## src/rtl/rr_lock_arbiter.sv

```systemverilog
// Round-robin arbiter that grants one multi-cycle resource to N requesters.
// A grant stays locked until done, owner request drop, or hold timeout.
module rr_lock_arbiter #(
  parameter int unsigned N        = 8,
  parameter int unsigned MAX_HOLD = 16
) (
  input  logic                 clk,
  input  logic                 rst_n,
  input  logic [N-1:0]         req_i,
  input  logic                 done_i,
  output logic [N-1:0]         gnt_o,
  output logic [$clog2(N)-1:0] gnt_id_o,
  output logic                 busy_o,
  output logic                 timeout_o
);

  localparam int unsigned IDW = $clog2(N);
  localparam int unsigned HW  = $clog2(MAX_HOLD);
  localparam logic [IDW-1:0] LAST_ID  = IDW'(N - 1);
  localparam logic [HW-1:0]  HOLD_MAX = HW'(MAX_HOLD - 1);

  typedef enum logic {IDLE, LOCKED} state_e;

  state_e         state_q, state_d;
  logic [N-1:0]   gnt_q, gnt_d;
  logic [IDW-1:0] gnt_id_q, gnt_id_d;
  logic [IDW-1:0] ptr_q, ptr_d;
  logic [HW-1:0]  hold_q, hold_d;
  logic           busy_q, busy_d;
  logic           timeout_q, timeout_d;

  logic [IDW-1:0] next_ptr, sel_ptr, winner;
  logic [N-1:0]   mask, masked;
  logic           hold_at_max, owner_req, rel;

  // Lowest set index wins.
  function automatic logic [IDW-1:0] ffs(input logic [N-1:0] v);
    logic [IDW-1:0] idx;
    idx = '0;
    for (int i = N - 1; i >= 0; i--) begin
      if (v[i]) idx = IDW'(i);
    end
    return idx;
  endfunction

  // While locked the next winner is chosen as if the pointer had already advanced past the owner.
  always_comb begin
    mask     = '0;
    next_ptr = (gnt_id_q == LAST_ID) ? '0 : gnt_id_q + IDW'(1);
    sel_ptr  = (state_q == LOCKED) ? next_ptr : ptr_q;
    for (int i = 0; i < N; i++) begin
      mask[i] = (IDW'(i) >= sel_ptr);
    end
    masked = req_i & mask;
    winner = (masked != '0) ? ffs(masked) : ffs(req_i);
  end

  assign owner_req   = req_i[gnt_id_q];
  assign hold_at_max = (hold_q == HOLD_MAX);
  assign rel         = done_i | ~owner_req | hold_at_max;

  always_comb begin
    state_d   = state_q;
    gnt_d     = gnt_q;
    gnt_id_d  = gnt_id_q;
    ptr_d     = ptr_q;
    hold_d    = hold_q;
    busy_d    = busy_q;
    timeout_d = 1'b0;
    case (state_q)
      IDLE: begin
        if (req_i != '0) begin
          state_d  = LOCKED;
          gnt_d    = N'(1) << winner;
          gnt_id_d = winner;
          busy_d   = 1'b1;
          hold_d   = '0;
        end
      end
      LOCKED: begin
        if (!rel) begin
          hold_d = hold_q + HW'(1);
        end else begin
          ptr_d     = next_ptr;
          timeout_d = hold_at_max & ~done_i & owner_req;
          hold_d    = '0;
          if (req_i != '0) begin
            gnt_d    = N'(1) << winner;
            gnt_id_d = winner;
          end else begin
            state_d  = IDLE;
            gnt_d    = '0;
            gnt_id_d = '0;
            busy_d   = 1'b0;
          end
        end
      end
      default: state_d = IDLE;
    endcase
  end

  always_ff @(posedge clk or negedge rst_n) begin
    if (!rst_n) begin
      state_q   <= IDLE;
      gnt_q     <= '0;
      gnt_id_q  <= '0;
      ptr_q     <= '0;
      hold_q    <= '0;
      busy_q    <= 1'b0;
      timeout_q <= 1'b0;
    end else begin
      state_q   <= state_d;
      gnt_q     <= gnt_d;
      gnt_id_q  <= gnt_id_d;
      ptr_q     <= ptr_d;
      hold_q    <= hold_d;
      busy_q    <= busy_d;
      timeout_q <= timeout_d;
    end
  end

  assign gnt_o     = gnt_q;
  assign gnt_id_o  = gnt_id_q;
  assign busy_o    = busy_q;
  assign timeout_o = timeout_q;

endmodule

```

## config.mk

```make
export PLATFORM = sky130hd
export DESIGN_NAME = rr_lock_arbiter
export DESIGN_NICKNAME = d
export VERILOG_FILES = /design/src/rtl/rr_lock_arbiter.sv
export SDC_FILE = /design/constraint.sdc
export NUM_CORES = 1
export LEC_CHECK = 0
export ABC_AREA = 1
export BUFFER_PORTS_ARGS = -buffer_cell sky130_fd_sc_hd__buf_2
export CAP_MARGIN = 5
export CELL_PAD_IN_SITES_DETAIL_PLACEMENT = 0
export CELL_PAD_IN_SITES_GLOBAL_PLACEMENT = 2
export CORE_MARGIN = 5
export CORE_UTILIZATION = 33
export CTS_BUF_LIST = sky130_fd_sc_hd__clkbuf_8
export DETAILED_ROUTE_END_ITERATION = 10
export HOLD_SLACK_MARGIN = 0.1
export PLACE_DENSITY = 0.87
export SKIP_LAST_GASP = 1
export SYNTH_ARGS = -nofsm -noshare
export SYNTH_HDL_FRONTEND = slang
export SYNTH_SLANG_ARGS = --single-unit
```

## constraint.sdc

```tcl
create_clock -name clk -period 2.55 [get_ports clk]
set_clock_uncertainty 0.05 [all_clocks]
set_input_delay 0.255 -clock clk [delete_from_list [all_inputs] [get_ports clk]]
set_output_delay 0.255 -clock clk [all_outputs]
set_load 0.02 [all_outputs]
```

==> results of run 1 <==
[area by class of cell]
class                      instances  area [um^2]
clock buffer                       3        41.29
clock inverter                     1        3.754
sequential                        21        525.5
fill                             455         2436
timing repair buffer              24        125.1
tap                               50        62.56
multi-input combinational        136        775.7
inverter                          22        87.58
[through the flow]
stage | hold WS (ns) | total power, mW
floorplan | -0.09059 | 1.536
global placement | 0.1918 | 1.802
detailed placement | 0.1973 | 1.818
CTS | 0.1849 | 2.037
global route | 0.1948 | 2.227
finish | 0.1892 | 2.003
[power breakdown]
part | switching [mW] | internal (mW) | leakage [nW]
Combinational | 0.836 | 0.436 | 0.607
Clock | 0.105 | 0.107 | 0.0269
Sequential | 0.0814 | 0.437 | 0.271
Total | 1.02 | 0.980 | 0.905
[worst max path at each step]
stage / depth (start not counted) / slack [ns] / endpoint
after detailed placement: 13 / 0.32 / gnt_o[4]
after global placement: 13 / 0.37 / gnt_o[5]
final: 13 / 0.33 / gnt_o[4]
after global routing: 14 / 0.09 / gnt_o[4]
after CTS: 13 / 0.30 / gnt_o[4]
after floorplan: 13 / 0.47 / gnt_o[4]
[Yosys cell counts (all sizes together)]
library cell	count
nand2	76
inv	22
dfrtp	21
nand3	15
nor2	14
nand4	8
o21ai	5
ha	4
a21oi	3
nor3	3
xor2	3
mux2	2
o21bai	2
buf	1
o31ai	1
[sequential cells by signal (all words and copies together) (netlist names)]
name / cells
busy_o: 1
gnt_id_o: 3
ptr_q: 3
hold_q: 4
gnt_o: 8
timeout_o: 1
state_q: 1
[per-layer routing]
layer	vias up	global-route usage	wire [um]	share of wire
li1	626	-	-	-
met1	530	0.1575	1418	0.46
met3	4	0.01736	152	0.050
met4	0	0.05825	57	0.019
met5	-	0	0	0
met2	25	0.2070	1432	0.47
[cell families (layout without fill, tap and decap cells)]
group / Yosys count / after routing / synth area share
multiplexers: 2 / 2 / 0.01608
XOR/XNOR: 3 / 3 / 0.01877
flip-flops: 21 / 21 / 0.3753
AND/OR/NAND/NOR: 116 / 116 / 0.4388
adder cells (fa/ha/maj): 4 / 4 / 0.03575
AO/OA/AOI/OAI: 11 / 11 / 0.04468
buffers and inverters: 23 / 50 / 0.07060
[worst min-delay path, stage by stage]
cell,delay (ns)
buf_2,0.09
a21oi_1,0.04
nand2_1,0.05
nor2_1,0.03
==> metrics.cfg, run 1 <==
[worst_setup_path]
kind_of_cell_with_the_highest_combined_delay_on_the_critical_path = simple AND/OR/NAND/NOR gates
worst-setup-path-type = reg2reg
cpMostUsedCell = nand2_2
r2r_setup_slack_ns = 0.33
startpoint_type = register
critical_path.slowest_cell = dfrtp_1
worst_r2r_startpoint = gnt_id_o[0]
regToRegEndpoint = gnt_o[4]
sequence_of_cells_on_the_critical_path = ha_1 > ha_1 > nand2_2 > nand2_4 > nand2_2 > nand2_1 > nand2_2 > o21bai_1 > nand2_1 > nand2_2 > inv_2 > nand4_1 > nand2_1
max_stage_delay_ns = 0.47
cp_data_required_time_ns = 2.65
critical_path.startpoint = gnt_id_o[0]
crit_arrival_ns = 2.32
top_fanout_value_on_the_critical_path = 9
r2r.worst_path.cells = 13
path_buf_inv = 1
end_kind = register

[finish]
final_nets = 223
area_growth_syn_to_layout_pct = 15.82
mostFrequentLayoutCell = nand2_1
final_cell_area_um2 = 1622
final_core_utilization = 0.3996
diodes = 0
drive_above_1_share = 0.3043
instances_no_fill = 257
layout_common_cells = nand2_1 (57), buf_2 (23), dfrtp_1 (21)

[worst_hold_path]
whs_path_depth = 4
holdCritPathClass = in2reg
worstHoldStart = done_i
min_delay_worst_endpoint = timeout_o

[place]
placedInstanceArea_um2 = 1567
finalWeightedCongestion = 0.8102
placedCellCount = 252
placement.io_buffers = 23
hpwl_after_dpl_um = 2541
post-place-ws_ns = 0.3197

[status]
status = finished, final reports clean

[sta]
timing.final.max_slew_violations = 0
timing.fmax_mhz = 451.4
fin_crit_sh = 0.8688
worst_slew_margin_rel = 0.6823
timing.setup.tns_ns = 0
final.min_clock_period_ns = 2.216
setup_ws_ns = 0.3345
timing_hold_violations_final = 0
setup_repair_after_global_routing_missed_its_margin = false
tightest_slew_ns = 0.4765
setup_viol = 0

[cts]
worstSkewPairLatency_ns = 0.26
postCtsHoldBufs = 1
cts_tree = done
clock-root-buffer = clkbuf_8
cts_resized = 0
clockBufferDepth = 2
cts.clk_slew.worst_paths_ns = 0.07
cts_setup_buffers = 0
h-tree-depth = 1
inserted_clock_buffers = 3
clkSinkCount = 21

[logic_synthesis]
synthesis.yosys.warnings = 0
number_of_instances_in_the_synthesized_netlist = 180
post_synthesis_mean_instance_area_um2 = 7.778
syn_nets = 195
synth_largest_type_area_fraction = 0.3753
post_synth_main_area_contributors = dfrtp_1 (38%), nand2_1 (15%), nand2_2 (6.7%)
synthesis.area_um2 = 1400
synth_top_area_cell = dfrtp_1
synth-seq-cells = 21
seq_area_frac_synth = 0.3753
netlist-cell-type-count = 25

[power_and_ir_drop]
total_leakage_power_nw = 0.9053
ir_worst_vdd_mv = 0.3206
power-per-cell-area_nw_per_um2 = 1235

[drt]
wl_per_cell_um = 11.91
antenna_violation_net_count_after_detailed_routing = 0
postRouteWirelength_um = 3060
vias = 1185
route.detailed.vias_per_inst = 4.611
detail_route.drc_violations = 0
first_pass_iters = 4
initialDrtViolationCount = 47

[global_route]
first_global_vias = 1196
grt_overflow = 0
largest_net_degree_at_the_start_of_global_routing = 22
aggregate_global_route_resource_usage = 0.1239
first_pass_grt_wire_length_um = 5319
antenna_violations_before_repair = 0

[floorplanning]
initial_cell_density_of_the_core = 0.3451
core_area_um2 = 4058
placement_rows = 23
die_w_um = 75.14
die_height_um = 75.14
design.portCount = 24
area_enclosed_by_the_die_boundary_um2 = 5645

[run]
cap_viol_max_count = 0

Note: power is estimated with default switching activity, not from simulation.
==> inputs of run 2 (changes only) <==
--- a/config.mk
+++ b/config.mk
@@ -5,17 +5,16 @@
 export SDC_FILE = /design/constraint.sdc
 export NUM_CORES = 1
 export LEC_CHECK = 0
-export ABC_AREA = 1
 export BUFFER_PORTS_ARGS = -buffer_cell sky130_fd_sc_hd__buf_2
 export CAP_MARGIN = 5
 export CELL_PAD_IN_SITES_DETAIL_PLACEMENT = 0
 export CELL_PAD_IN_SITES_GLOBAL_PLACEMENT = 2
 export CORE_MARGIN = 5
-export CORE_UTILIZATION = 33
+export CORE_UTILIZATION = 37
 export CTS_BUF_LIST = sky130_fd_sc_hd__clkbuf_8
 export DETAILED_ROUTE_END_ITERATION = 10
 export HOLD_SLACK_MARGIN = 0.1
-export PLACE_DENSITY = 0.87
+export PLACE_DENSITY_LB_ADDON = 0.1
 export SKIP_LAST_GASP = 1
 export SYNTH_ARGS = -nofsm -noshare
 export SYNTH_HDL_FRONTEND = slang
==> metrics.cfg, run 2 <==
[status]
status = finished, final reports clean

[finish]
layout_common_cells = buf_2 (23), dfrtp_1 (20), buf_4 (13)
diodes = 0  ; unchanged
sequential_cell_area_um2 = 526.8  ; +0.24%
num-fill-cells = 369  ; -19%
final_core_utilization = 0.4763  ; +0.07663
area_occupied_by_multi_input_gates_um2 = 882.1  ; +14%
final_cell_area_um2 = 1757  ; +8.3%
instances_no_fill = 219  ; -15%
final_nets = 187  ; -16%
mostFrequentLayoutCell = buf_2
drive_above_1_share = 0.4035  ; +0.09916
area_growth_syn_to_layout_pct = 24.25
number_of_flip_flops_in_the_largest_register = 8  ; unchanged

[power_and_ir_drop]
power.switching_mw = 1.029  ; +0.66%
clock_power_share = 0.090  ; -0.016
power-per-cell-area_nw_per_um2 = 1350  ; +9.3%
p_comb_frac = 0.686  ; +0.051
switching_share = 0.4340  ; -0.07657
ir_worst_vdd_mv = 0.5649  ; +76%
total_leakage_power_nw = 0.8050  ; -11%
power_internal_mw = 1.342  ; +37%
seq_power_share = 0.224  ; -0.035

[worst_setup_path]
r2r_setup_slack_ns = 0.04  ; -0.29 ns
regToRegEndpoint = gnt_o[7]
top_fanout_value_on_the_critical_path = 5  ; -4
r2r.worst_path.cells = 8  ; -5
crit_arrival_ns = 2.61  ; +0.29 ns
startpoint_type = register
cp_data_required_time_ns = 2.65  ; about the same
worst_r2r_startpoint = gnt_id_o[0]
worst-setup-path-type = reg2reg
end_kind = register

[sta]
timing.final.max_slew_violations = 0  ; unchanged
final.min_clock_period_ns = 2.510  ; +0.2942 ns
setup_viol = 0  ; unchanged
worst_slew_margin_rel = 0.6800  ; -0.002314
fin_crit_sh = 0.9842  ; +0.1154
timing_hold_violations_final = 0  ; unchanged
setup_ws_ns = 0.04030  ; -0.2942 ns
setup_repair_after_global_routing_missed_its_margin = true
timing.fmax_mhz = 398.5  ; -12%
tightest_slew_ns = 0.4800  ; +0.003471 ns

[logic_synthesis]
synth-seq-cells = 21  ; unchanged
yosysMostFrequentCell = dfrtp_1
number_of_instances_in_the_synthesized_netlist = 133  ; -26%
synth-compound-area-share = 0.2832  ; +0.2385
synth_top_area_cell = dfrtp_1
netlist-cell-type-count = 54  ; +120%
yosys_most_used_dff = dfrtp_1
synth_enable_flop_cells = 0  ; unchanged
seq_area_frac_synth = 0.3717  ; -0.003654
synth_top_family_by_area = compound AO/OA/AOI/OAI gates
synthesis.area_um2 = 1414  ; +0.98%
async_reset_ff_frac = 1.000  ; unchanged
yosys-top-cells-count = dfrtp_1 (21), nand2_1 (11), a32o_1 (8), nor2_1 (8), nand2b_1 (6)
yosys-mux-area-fraction = 0.06283  ; +0.04675
synthesis.yosys.warnings = 0  ; unchanged
post_synth_and_or_nand_nor_area_fraction = 0.2088  ; -0.2299
synth_xor_xnor_area_share = 0  ; -0.01877
syn_nets = 148  ; -24%
post_synthesis_mean_instance_area_um2 = 10.63  ; +37%
post_synth_main_area_contributors = dfrtp_1 (37%), a32o_1 (5.7%), ha_1 (3.5%)
synth_adder_area_share = 0.03540  ; -0.0003480
synth_largest_type_area_fraction = 0.3717  ; -0.003654

[drt]
detail_route.drc_violations = 0  ; unchanged
first_pass_iters = 4  ; unchanged
postRouteWirelength_um = 3639  ; +19%
wl_per_cell_um = 16.62  ; +40%
vias = 1238  ; +4.5%
initialDrtViolationCount = 101  ; +110%
antenna_violation_net_count_after_detailed_routing = 0  ; unchanged
route.detailed.vias_per_inst = 5.653  ; +23%

[cts]
inserted_clock_buffers = 3  ; unchanged
clock-root-buffer = clkbuf_8
clkSinkCount = 21  ; unchanged
cts_tree = done
h-tree-depth = 1  ; unchanged
clockBufferDepth = 2  ; unchanged
worstSkewPairLatency_ns = 0.26  ; about the same
cts.clk_slew.worst_paths_ns = 0.08  ; about the same

[worst_hold_path]
min_delay_worst_endpoint = timeout_o
whs_path_depth = 4  ; unchanged
worstHoldStart = done_i
holdCritPathClass = in2reg

[place]
placement.io_buffers = 23  ; unchanged
placedInstanceArea_um2 = 1663  ; +6.2%
hpwl_after_dpl_um = 2772  ; +9.1%
post-place-ws_ns = 0.03414  ; -0.2855 ns
finalWeightedCongestion = 0.7793  ; -3.8%
placedCellCount = 213  ; -15%

[floorplanning]
design.portCount = 24  ; unchanged
core_area_um2 = 3689  ; -9.1%
initial_cell_density_of_the_core = 0.3833  ; +0.03826
placement_rows = 22  ; -4.3%
die_w_um = 71.82  ; -4.4%
die_height_um = 71.82  ; -4.4%
area_enclosed_by_the_die_boundary_um2 = 5157  ; -8.6%

[global_route]
largest_net_degree_at_the_start_of_global_routing = 22  ; unchanged
antenna_violations_before_repair = 0  ; unchanged
aggregate_global_route_resource_usage = 0.1461  ; +0.02228
first_pass_grt_wire_length_um = 6009  ; +13%
first_global_vias = 1259  ; +5.3%
grt_overflow = 0  ; unchanged

[run]
cap_viol_max_count = 0  ; unchanged

==> run 2: layer usage <==
metal	share of wire	GRT usage	wire length, um	vias up
li1	-	-	-	605
met1	0.47	0.1942	1724	599
met2	0.47	0.2398	1711	28
met3	0.038	0.02244	139	6
met4	0.017	0.05219	63	0
met5	0	0	0	-
==> run 2: per-stage QoR <==
step / power [mW] / hold slack (ns) / setup TNS [ns]
6_report: 2.372 / 0.3576 / 0
5_1_grt: 2.558 / 0.3552 / -0.3709
4_1_cts: 2.286 / 0.3488 / 0
3_5_place_dp: 2.056 / 0.1914 / 0
3_3_place_gp: 2.048 / 0.1809 / 0
2_1_floorplan: 1.614 / -0.09059 / 0
==> run 2: cell families after synthesis <==
logic type	Yosys count
AOI/OAI and AO/OA	44
buffers and inverters	8
adders and majority gates	4
and+or+nand+nor	50
muxes	6
DFF	21
==> run 2: worst max-delay path: stages (launching register included) <==
cell and delay [ns]:
dfrtp_2 0.43, ha_4 0.17, ha_4 0.15, or3b_4 0.38
a31o_1 0.22, a221oi_4 0.34, a41oi_2 0.19, o22a_2 0.26
a32o_1 0.22
==> run 2: what timing repair did <==
| action | in CTS | in global routing |
|---|---|---|
| hold buffers | 1 | 0 |
| resized for setup | 0 | 4 |
| setup endpoints to repair | 0 | 9 |
| endpoints found under the hold margin | 21 | 0 |
| buffers inserted | 0 | 1 |
==> run 2: how the worst max path moves through the flow <==
stage,slack [ns],to,from,depth (start not counted)
2_1_floorplan,0.03,gnt_o[1],gnt_id_o[0],8
6_report,0.04,gnt_o[7],gnt_id_o[0],8
3_3_place_gp,0.06,gnt_o[0],gnt_id_o[0],9
5_1_grt,-0.07,gnt_o[5],gnt_id_o[0],8
4_1_cts,0.03,gnt_o[7],gnt_id_o[0],8
3_5_place_dp,0.03,gnt_o[7],gnt_id_o[0],8
==> run 2: power groups by stage <==
stage / clock [mW] / combinational, mW / sequential, mW
6_report: 0.214 / 1.63 / 0.530
5_1_grt: 0.241 / 1.77 / 0.549
4_1_cts: 0.225 / 1.54 / 0.519
3_5_place_dp: 0 / 1.53 / 0.525
3_3_place_gp: 0 / 1.53 / 0.523
2_1_floorplan: 0 / 1.02 / 0.599
==> run 2: layout make-up <==
type,instances,share of cell area
multi-input cells,104,0.5021
inverters,5,0.01068
clock buffers,3,0.02350
repair buffers,37,0.1268
clock inverters,1,0.002849
flip-flops and latches,21,0.2999
well taps,48,0.03419
